==> config.mk <==
export PLATFORM = sky130hd
export DESIGN_NAME = serial_mag_cmp
export DESIGN_NICKNAME = d
export VERILOG_FILES = /design/src/rtl/serial_mag_cmp_pkg.sv /design/src/rtl/serial_mag_cmp_digit_cmp.sv /design/src/rtl/serial_mag_cmp.sv
export SDC_FILE = /design/constraint.sdc
export NUM_CORES = 1
export LEC_CHECK = 0
export CORE_ASPECT_RATIO = 2
export CORE_MARGIN = 2
export CORE_UTILIZATION = 53
export CTS_BUF_LIST = sky130_fd_sc_hd__clkbuf_4 sky130_fd_sc_hd__clkbuf_8
export DETAILED_ROUTE_END_ITERATION = 10
export PLACE_DENSITY = 0.87
export SLEW_MARGIN = 0
export SYNTH_ARGS = -nofsm -noshare
export SYNTH_HDL_FRONTEND = slang
export SYNTH_SLANG_ARGS = --single-unit
==> constraint.sdc <==
create_clock -name clk -period 2.5 [get_ports clk]
set_input_delay 0.375 -clock clk [delete_from_list [all_inputs] [get_ports clk]]
set_output_delay 0.375 -clock clk [all_outputs]
set_load 0.1 [all_outputs]
==> src/rtl/serial_mag_cmp_pkg.sv <==
// Shared types and slice-result encodings for the serial magnitude comparator.
package serial_mag_cmp_pkg;

    typedef enum logic [1:0] {
        IDLE = 2'd0,
        SCAN = 2'd1,
        DONE = 2'd2
    } state_t;

    // One-hot {eq, gt, lt}
    typedef logic [2:0] cmp_res_t;

    localparam cmp_res_t RES_EQ = 3'b100;
    localparam cmp_res_t RES_GT = 3'b010;
    localparam cmp_res_t RES_LT = 3'b001;

endpackage

==> src/rtl/serial_mag_cmp_digit_cmp.sv <==
// Combinational 2-bit digit comparator; word_i = {a_digit, b_digit}.
module digit_cmp
    import serial_mag_cmp_pkg::*;
(
    input  logic [3:0] word_i,
    output cmp_res_t   res_o
);

    logic [1:0] a_dig;
    logic [1:0] b_dig;

    assign a_dig = word_i[3:2];
    assign b_dig = word_i[1:0];

    always_comb begin
        res_o = RES_EQ;
        if (a_dig > b_dig)      res_o = RES_GT;
        else if (a_dig < b_dig) res_o = RES_LT;
    end

endmodule

==> src/rtl/serial_mag_cmp.sv <==
// MSB-first serial magnitude comparator, one 2-bit digit per cycle.
// SERIAL_MAG_CMP_EARLY_EXIT_EN: stop at the first differing digit instead of a fixed DIGITS-cycle scan.
module serial_mag_cmp
    import serial_mag_cmp_pkg::*;
#(
    parameter int WIDTH  = 16,
    parameter bit SIGNED = 1'b0
) (
    input  logic             clk,
    input  logic             reset_n,
    input  logic             start_valid,
    output logic             start_ready,
    input  logic [WIDTH-1:0] a,
    input  logic [WIDTH-1:0] b,
    output logic             done_valid,
    input  logic             done_ready,
    output logic             eq,
    output logic             gt,
    output logic             lt,
    output logic             busy
);

    localparam int DIGITS = WIDTH / 2;
    localparam int CW     = (DIGITS > 1) ? $clog2(DIGITS) : 1;
    // Flipping the sign bit maps two's-complement order onto unsigned order.
    localparam logic [WIDTH-1:0] MSB_MASK = SIGNED ? {1'b1, {(WIDTH-1){1'b0}}} : '0;

    state_t           state_q, state_d;
    logic [WIDTH-1:0] a_sh_q, a_sh_d;
    logic [WIDTH-1:0] b_sh_q, b_sh_d;
    logic [CW-1:0]    cnt_q, cnt_d;
    cmp_res_t         res_q, res_d;
    cmp_res_t         slice_res;

    digit_cmp u_slice (
        .word_i ({a_sh_q[WIDTH-1 -: 2], b_sh_q[WIDTH-1 -: 2]}),
        .res_o  (slice_res)
    );

`ifndef SERIAL_MAG_CMP_EARLY_EXIT_EN
    // First non-eq digit result; stays RES_EQ until a differing digit is recorded.
    cmp_res_t sticky_q, sticky_d;

    always_ff @(posedge clk or negedge reset_n) begin
        if (!reset_n) sticky_q <= '0;
        else          sticky_q <= sticky_d;
    end
`endif

    always_ff @(posedge clk or negedge reset_n) begin
        if (!reset_n) begin
            state_q <= IDLE;
            a_sh_q  <= '0;
            b_sh_q  <= '0;
            cnt_q   <= '0;
            res_q   <= '0;
        end else begin
            state_q <= state_d;
            a_sh_q  <= a_sh_d;
            b_sh_q  <= b_sh_d;
            cnt_q   <= cnt_d;
            res_q   <= res_d;
        end
    end

    always_comb begin
        state_d  = state_q;
        a_sh_d   = a_sh_q;
        b_sh_d   = b_sh_q;
        cnt_d    = cnt_q;
        res_d    = res_q;
`ifndef SERIAL_MAG_CMP_EARLY_EXIT_EN
        sticky_d = sticky_q;
`endif
        case (state_q)
            IDLE: begin
                if (start_valid) begin
                    a_sh_d   = a ^ MSB_MASK;
                    b_sh_d   = b ^ MSB_MASK;
                    cnt_d    = CW'(DIGITS - 1);
`ifndef SERIAL_MAG_CMP_EARLY_EXIT_EN
                    sticky_d = RES_EQ;
`endif
                    state_d  = SCAN;
                end
            end
            SCAN: begin
`ifdef SERIAL_MAG_CMP_EARLY_EXIT_EN
                if (slice_res != RES_EQ) begin
                    res_d   = slice_res;
                    state_d = DONE;
                end else if (cnt_q == '0) begin
                    res_d   = RES_EQ;
                    state_d = DONE;
                end else begin
                    a_sh_d = a_sh_q << 2;
                    b_sh_d = b_sh_q << 2;
                    cnt_d  = cnt_q - 1'b1;
                end
`else
                if (sticky_q == RES_EQ && slice_res != RES_EQ)
                    sticky_d = slice_res;
                if (cnt_q == '0) begin
                    res_d   = (sticky_q == RES_EQ) ? slice_res : sticky_q;
                    state_d = DONE;
                end else begin
                    a_sh_d = a_sh_q << 2;
                    b_sh_d = b_sh_q << 2;
                    cnt_d  = cnt_q - 1'b1;
                end
`endif
            end
            DONE: begin
                if (done_ready) state_d = IDLE;
            end
            default: state_d = IDLE;
        endcase
    end

    assign start_ready  = (state_q == IDLE);
    assign done_valid   = (state_q == DONE);
    assign busy         = (state_q != IDLE);
    assign {eq, gt, lt} = res_q;

endmodule

After elaboration in Yosys (flattened, before gate mapping)
Index checks and enable logic that the tools add are counted.
Widths: inputs -> output; s select.
{ "word_totals": {"reg_bits": 43, "in_bits": 36, "out_inout_bits": 6, "word_cells": 46} }
{ "op_classes": {"n_addsub": 1, "order_cmp": 2, "eq_ne": 9, "mux": 19, "n_reduce_logical": 9} }
{ "ops": {"columns": ["cell", "count"], "rows": [
  ["$mux 16", 4],
  ["$pmux 16 s2", 2],
  ["$mux 3", 7],
  ["$pmux 3 s2", 2],
  ["$reduce_and 3->1", 3],
  ["$ne 2x2->1 const B", 4],
  ["$mux 2", 3],
  ["$pmux 2 s3", 1],
  ["$reduce_bool 2->1", 2],
  ["$eq 3x3->1 const B", 1],
  ["$logic_not 3->1", 1],
  ["$ne 3x3->1 const B", 1],
  ["$sub 3x1->3 const B", 1],
  ["$eq 2x1->1 const B", 1],
  ["$eq 2x2->1 const B", 1],
  ["$gt 2x2->1", 1],
  ["$logic_not 2->1", 1],
  ["$lt 2x2->1", 1],
  ["$ne 2x1->1 const B", 1],
  ["$reduce_and 2->1", 1],
  ["$logic_and 1x1->1", 1]
]} }

Depth between registers and ports, before layout
{ "depth": {"word_depth": 7, "depth_mapped": 9, "mapped_depth_nobuf": 6} }

By module
A second synthesis with hierarchy kept.
{ "unflattened": {"hier_cells": 162, "hier_area_um2": 2189.6} }
{ "modules_own_cells": {"columns": ["mod", "n_inst", "cells_per_inst", "area_per_inst_um2", "seq_area_each_um2"], "rows": [
  ["serial_mag_cmp", 1, 152, 2119.5, 1076.0],
  ["digit_cmp", 1, 10, 70.1, 0.0]
]} }

Least setup slack after synthesis
Ideal clock, no wire load.
{ "synth_timing": {"kind": "reg2out", "start": "register state_q[0]", "end": "output busy", "t_arrival_ns": 2.692, "t_required_ns": 2.125, "slack_ns": -0.567, "stages_incl_launch_ff": 4, "path_buffers": 1, "cell_sequence": "dfrtp_1 buf_6 nor2_1 inv_1"} }
{ "synth_between": {"elab_chain_cells": 1} }
{ "synth_lines": {"columns": ["element", "line", "text"], "rows": [
  ["start: declaration", "serial_mag_cmp.sv:28", "state_t state_q, state_d;"],
  ["start signal: assignment", "serial_mag_cmp.sv:58", "state_q <= state_d;"],
  ["$reduce_bool 2->1", "serial_mag_cmp.sv:122", "assign busy = (state_q != IDLE);"],
  ["end: declaration", "serial_mag_cmp.sv:20", "output logic busy"]
]} }
Every way passes these cells.

Final worst setup path
{ "layout_timing": {"start": "register cnt_q[0]", "end": "register b_sh_q[6]"} }
{ "layout_between": {"elab_chain_cells": 3} }
{ "layout_lines": {"columns": ["element", "line", "text"], "rows": [
  ["start: declaration", "serial_mag_cmp.sv:31", "logic [CW-1:0] cnt_q, cnt_d;"],
  ["start signal: assignment", "serial_mag_cmp.sv:61", "cnt_q <= cnt_d;"],
  ["$logic_not 3->1", "serial_mag_cmp.sv:103", "if (cnt_q == '0) begin"],
  ["$ne 2x2->1 (no source line)", null, null],
  ["$reduce_and 3->1 (no source line)", null, null],
  ["end signal: assignment", "serial_mag_cmp.sv:60", "b_sh_q <= b_sh_d;"],
  ["end: declaration", "serial_mag_cmp.sv:30", "logic [WIDTH-1:0] b_sh_q, b_sh_d;"]
]} }
Every way passes these cells.
A chain may end at the register's enable or synchronous reset.

==> results.md <==
* TritonCTS clock tree: built
* Top library cells by usage in the layout, fill and taps aside: 45 x mux2_2, 43 x dfrtp_1, 34 x clkdlybuf4s50_1, 9 x buf_4
* Die area at 0.00467 mm²
* Combinational power share at 0.534
* Clock latency at the later pin of the worst-skew pair at 290 ps
* Power per standard cell area at 1350 mW/mm²
* Worst flop-to-flop path startpoint: cnt_q[0]
* Row count at 33
* Largest net degree at the start of global routing at 44
* Number of storage elements in the synthesis netlist at 43
* Most instantiated flip-flop cell in the synthesis netlist: dfrtp_1
* CTS buffer count at 5
* Max Cap Violations at 0
* Die boundary height at 94.7 µm
* Buffer depth of the longest clock path at 2
* Fill cell total of the finished layout at 325
* # clock sinks at 43
* Clock root buffer: clkbuf_8
* Hold Violations, Final at 0
* Area of the mapped netlist at 0.00218 mm²
* Final GP Congestion at 0.803
* WP data arrival at 2310 ps
* Sequential-to-total area share from yosys stat at 0.494
* Clock slew seen by the registers of the worst setup and hold paths at 80 ps
* Clock H-tree levels at 2
* Number of search-and-repair iterations in the first detailed-routing pass at 4
* Initial Util at 0.544
* Post-CTS setup buffer count at 0
* Total power of the final layout at 3.63 mW
* Highest attainable clock frequency at 469 MHz
* Die width at 49.3 µm
* Final-stage net count at 244
* Mean area per synthesized cell at 13.5 µm²
* Switching share of power at 0.377
* Setup repair after global routing missed its margin: false
* # IOs at 42
* Placeable core region at 0.00401 mm²
* Wire length of the first global-routing pass at 6.59 mm
* Switching power summed over all nets at 1.37 mW
* CP max-delay cell: or3_1
* Setup ws final at 367 ps
* Cells along the critical path: inv_1 > ha_1 > and3b_1 > or3_1 > inv_6 > mux2_2
* Initial detailed-routing violation count at 25
* Antenna violations before repair at 0
* Hold crit path type: primary input to async pin
* GR Overflow Total at 0
* Count of final setup violators at 0
* Clock period minus worst slack at 2130 ps
* Cell-internal power at 2.26 mW
* Share of flip-flops with an asynchronous set or reset at 1.00
* Reported leakage power at 1.25 nW
* Crit Reg-Reg Endpoint: b_sh_q[6]
* Kind of end point of the critical path: flip-flop
* CP max FO at 29
* Clock share of power at 0.135
* Critical path type: flip-flop to flip-flop
* CP max stage delay at 490 ps
* Proportion of layout cells with a drive suffix above 1 at 0.356
* Worst slack after detailed placement at 338 ps
* Clock Skews at 4.32 ps
* Detail-routed net length per standard cell at 15.4 µm
* Setup TNS at 0 ps
* Placed wire-length estimate at 2.83 mm
* IO Port Bufs at 41
* Flip-flop and latch area at 0.00108 mm²
* Worst-margin pin slew at 944 ps
* Area used by multi-input combinational logic at 985 µm²
* Worst R2R Path Depth at 6
* Element type at the critical path start: flip-flop
* Aggregate routed wire length at 3.95 mm
* Share of the clock period used by the worst path after layout at 0.853
* Post-cts resize count at 0
* Synthesis-to-layout area growth at 22.8%
* Register share of total power at 0.331
* Combined buffer and inverter count along the critical path at 2
* Number of buffers inserted by hold repair at cts at 0
* Final core area utilization at 0.669
* Required time worst endpoint at 2680 ps
* Worst max-slew margin expressed relative to the limit at 0.371
* Number of antenna-violating nets in the routed design at 0
* Result of the run: completed
* Peak VDD IR at 845 µV
* Number of instances in the synthesized netlist at 162
* Count of vias placed by the detailed router at 1,406
* CP top delay family: simple AND/OR/NAND/NOR gates
* Antenna diode count at 0
* Most frequent standard cell in the layout excluding fill and tap cells: mux2_2
* Remaining routing DRC violations at 0
* Net Count, Synth at 202
* Overall track demand over capacity in global routing at 0.188
* Via count of the first global-routing pass at 1,452
* Reg2reg setup slack at 370 ps
* Synth warnings at 0
* Routed vias/inst at 5.47
* Number of library cell types mapped by synthesis at 33
* Post-synth EDFFs at 0
* Final Max Tran Viols at 0
## cells by family (layout without fill, tap and decap cells)
kind of cell / count (synthesis) / in the layout / share of synthesized area
AND/OR/NAND/NOR: 22 / 22 / 0.0563
AO/OA/AOI/OAI: 18 / 18 / 0.0620
buffers and inverters: 17 / 60 / 0.0568
multiplexers: 58 / 58 / 0.308
flip-flops: 43 / 43 / 0.494
adder cells (fa/ha/maj): 4 / 4 / 0.0230
## power by group through the flow
stage                     sequential (mW)  clock [mW]  combinational, mW
after floorplan                      1.31           0               1.58
after global placement               1.20           0               1.87
after detailed placement             1.21           0               1.95
after CTS                            1.20       0.502               1.96
after global routing                 1.24       0.530               2.10
final                                1.20       0.489               1.94
## routing by layer
metal	GRT usage	part of all wire	vias to the layer above
met1	0.214	0.40	698
met4	0.0929	0.023	0
met5	0	0	-
li1	-	-	662
met3	0.0459	0.044	8
met2	0.325	0.53	38
## state kept, by name (all words and copies together) (netlist names)
name and cells:
sticky_q 3, res_q 3, cnt_q 3, b_sh_q 16, a_sh_q 16, state_q 2
## worst reg2reg max path, delay by kind of cell, from the launching register on
family | cells | cell delay, ps
mux | 1 | 390
flops | 1 | 370
buf+inv | 2 | 370
simple gates | 2 | 670
fa+ha+maj | 1 | 230
## cells in the mapped netlist (all sizes together), types with 2 or more instances
cell	n	area (µm²)
dfrtp	43	1080
o21ai	3	15.0
mux2i	6	60.1
nand2	2	7.51
a31oi	2	12.5
buf	8	85.1
nand2b	3	18.8
nor2b	4	25.0
nor2	8	30.0
mux2	52	612
inv	8	35.0
a22o	4	35.0
ha	4	50.1
## worst max path at each step
stage,startpoint,end,slack (ps),cells after the start
detailed placement,start_valid,a_sh_q[8],340,5
global placement,start_valid,a_sh_q[12],350,5
floorplan,state_q[0],busy,110,3
CTS,cnt_q[0],a_sh_q[12],370,6
global route,cnt_q[0],a_sh_q[12],250,6
finish,cnt_q[0],b_sh_q[6],370,6
## cell type report
cell class | instances | share of cell area
flip-flops and latches | 43 | 0.402
multi-input cells | 102 | 0.368
repair buffers | 44 | 0.154
clock buffers | 8 | 0.0388
well taps | 52 | 0.0243
inverters | 8 | 0.0131
## stage by stage
step	hold slack [ps]	cells	instance area, µm²
floorplan	79.4	162	2180
detailed placement	485	249	2570
global placement	475	249	2570
CTS	251	257	2680
global route	293	257	2680
finish	225	257	2680
No activity file was read; power rests on OpenSTA's default activity.
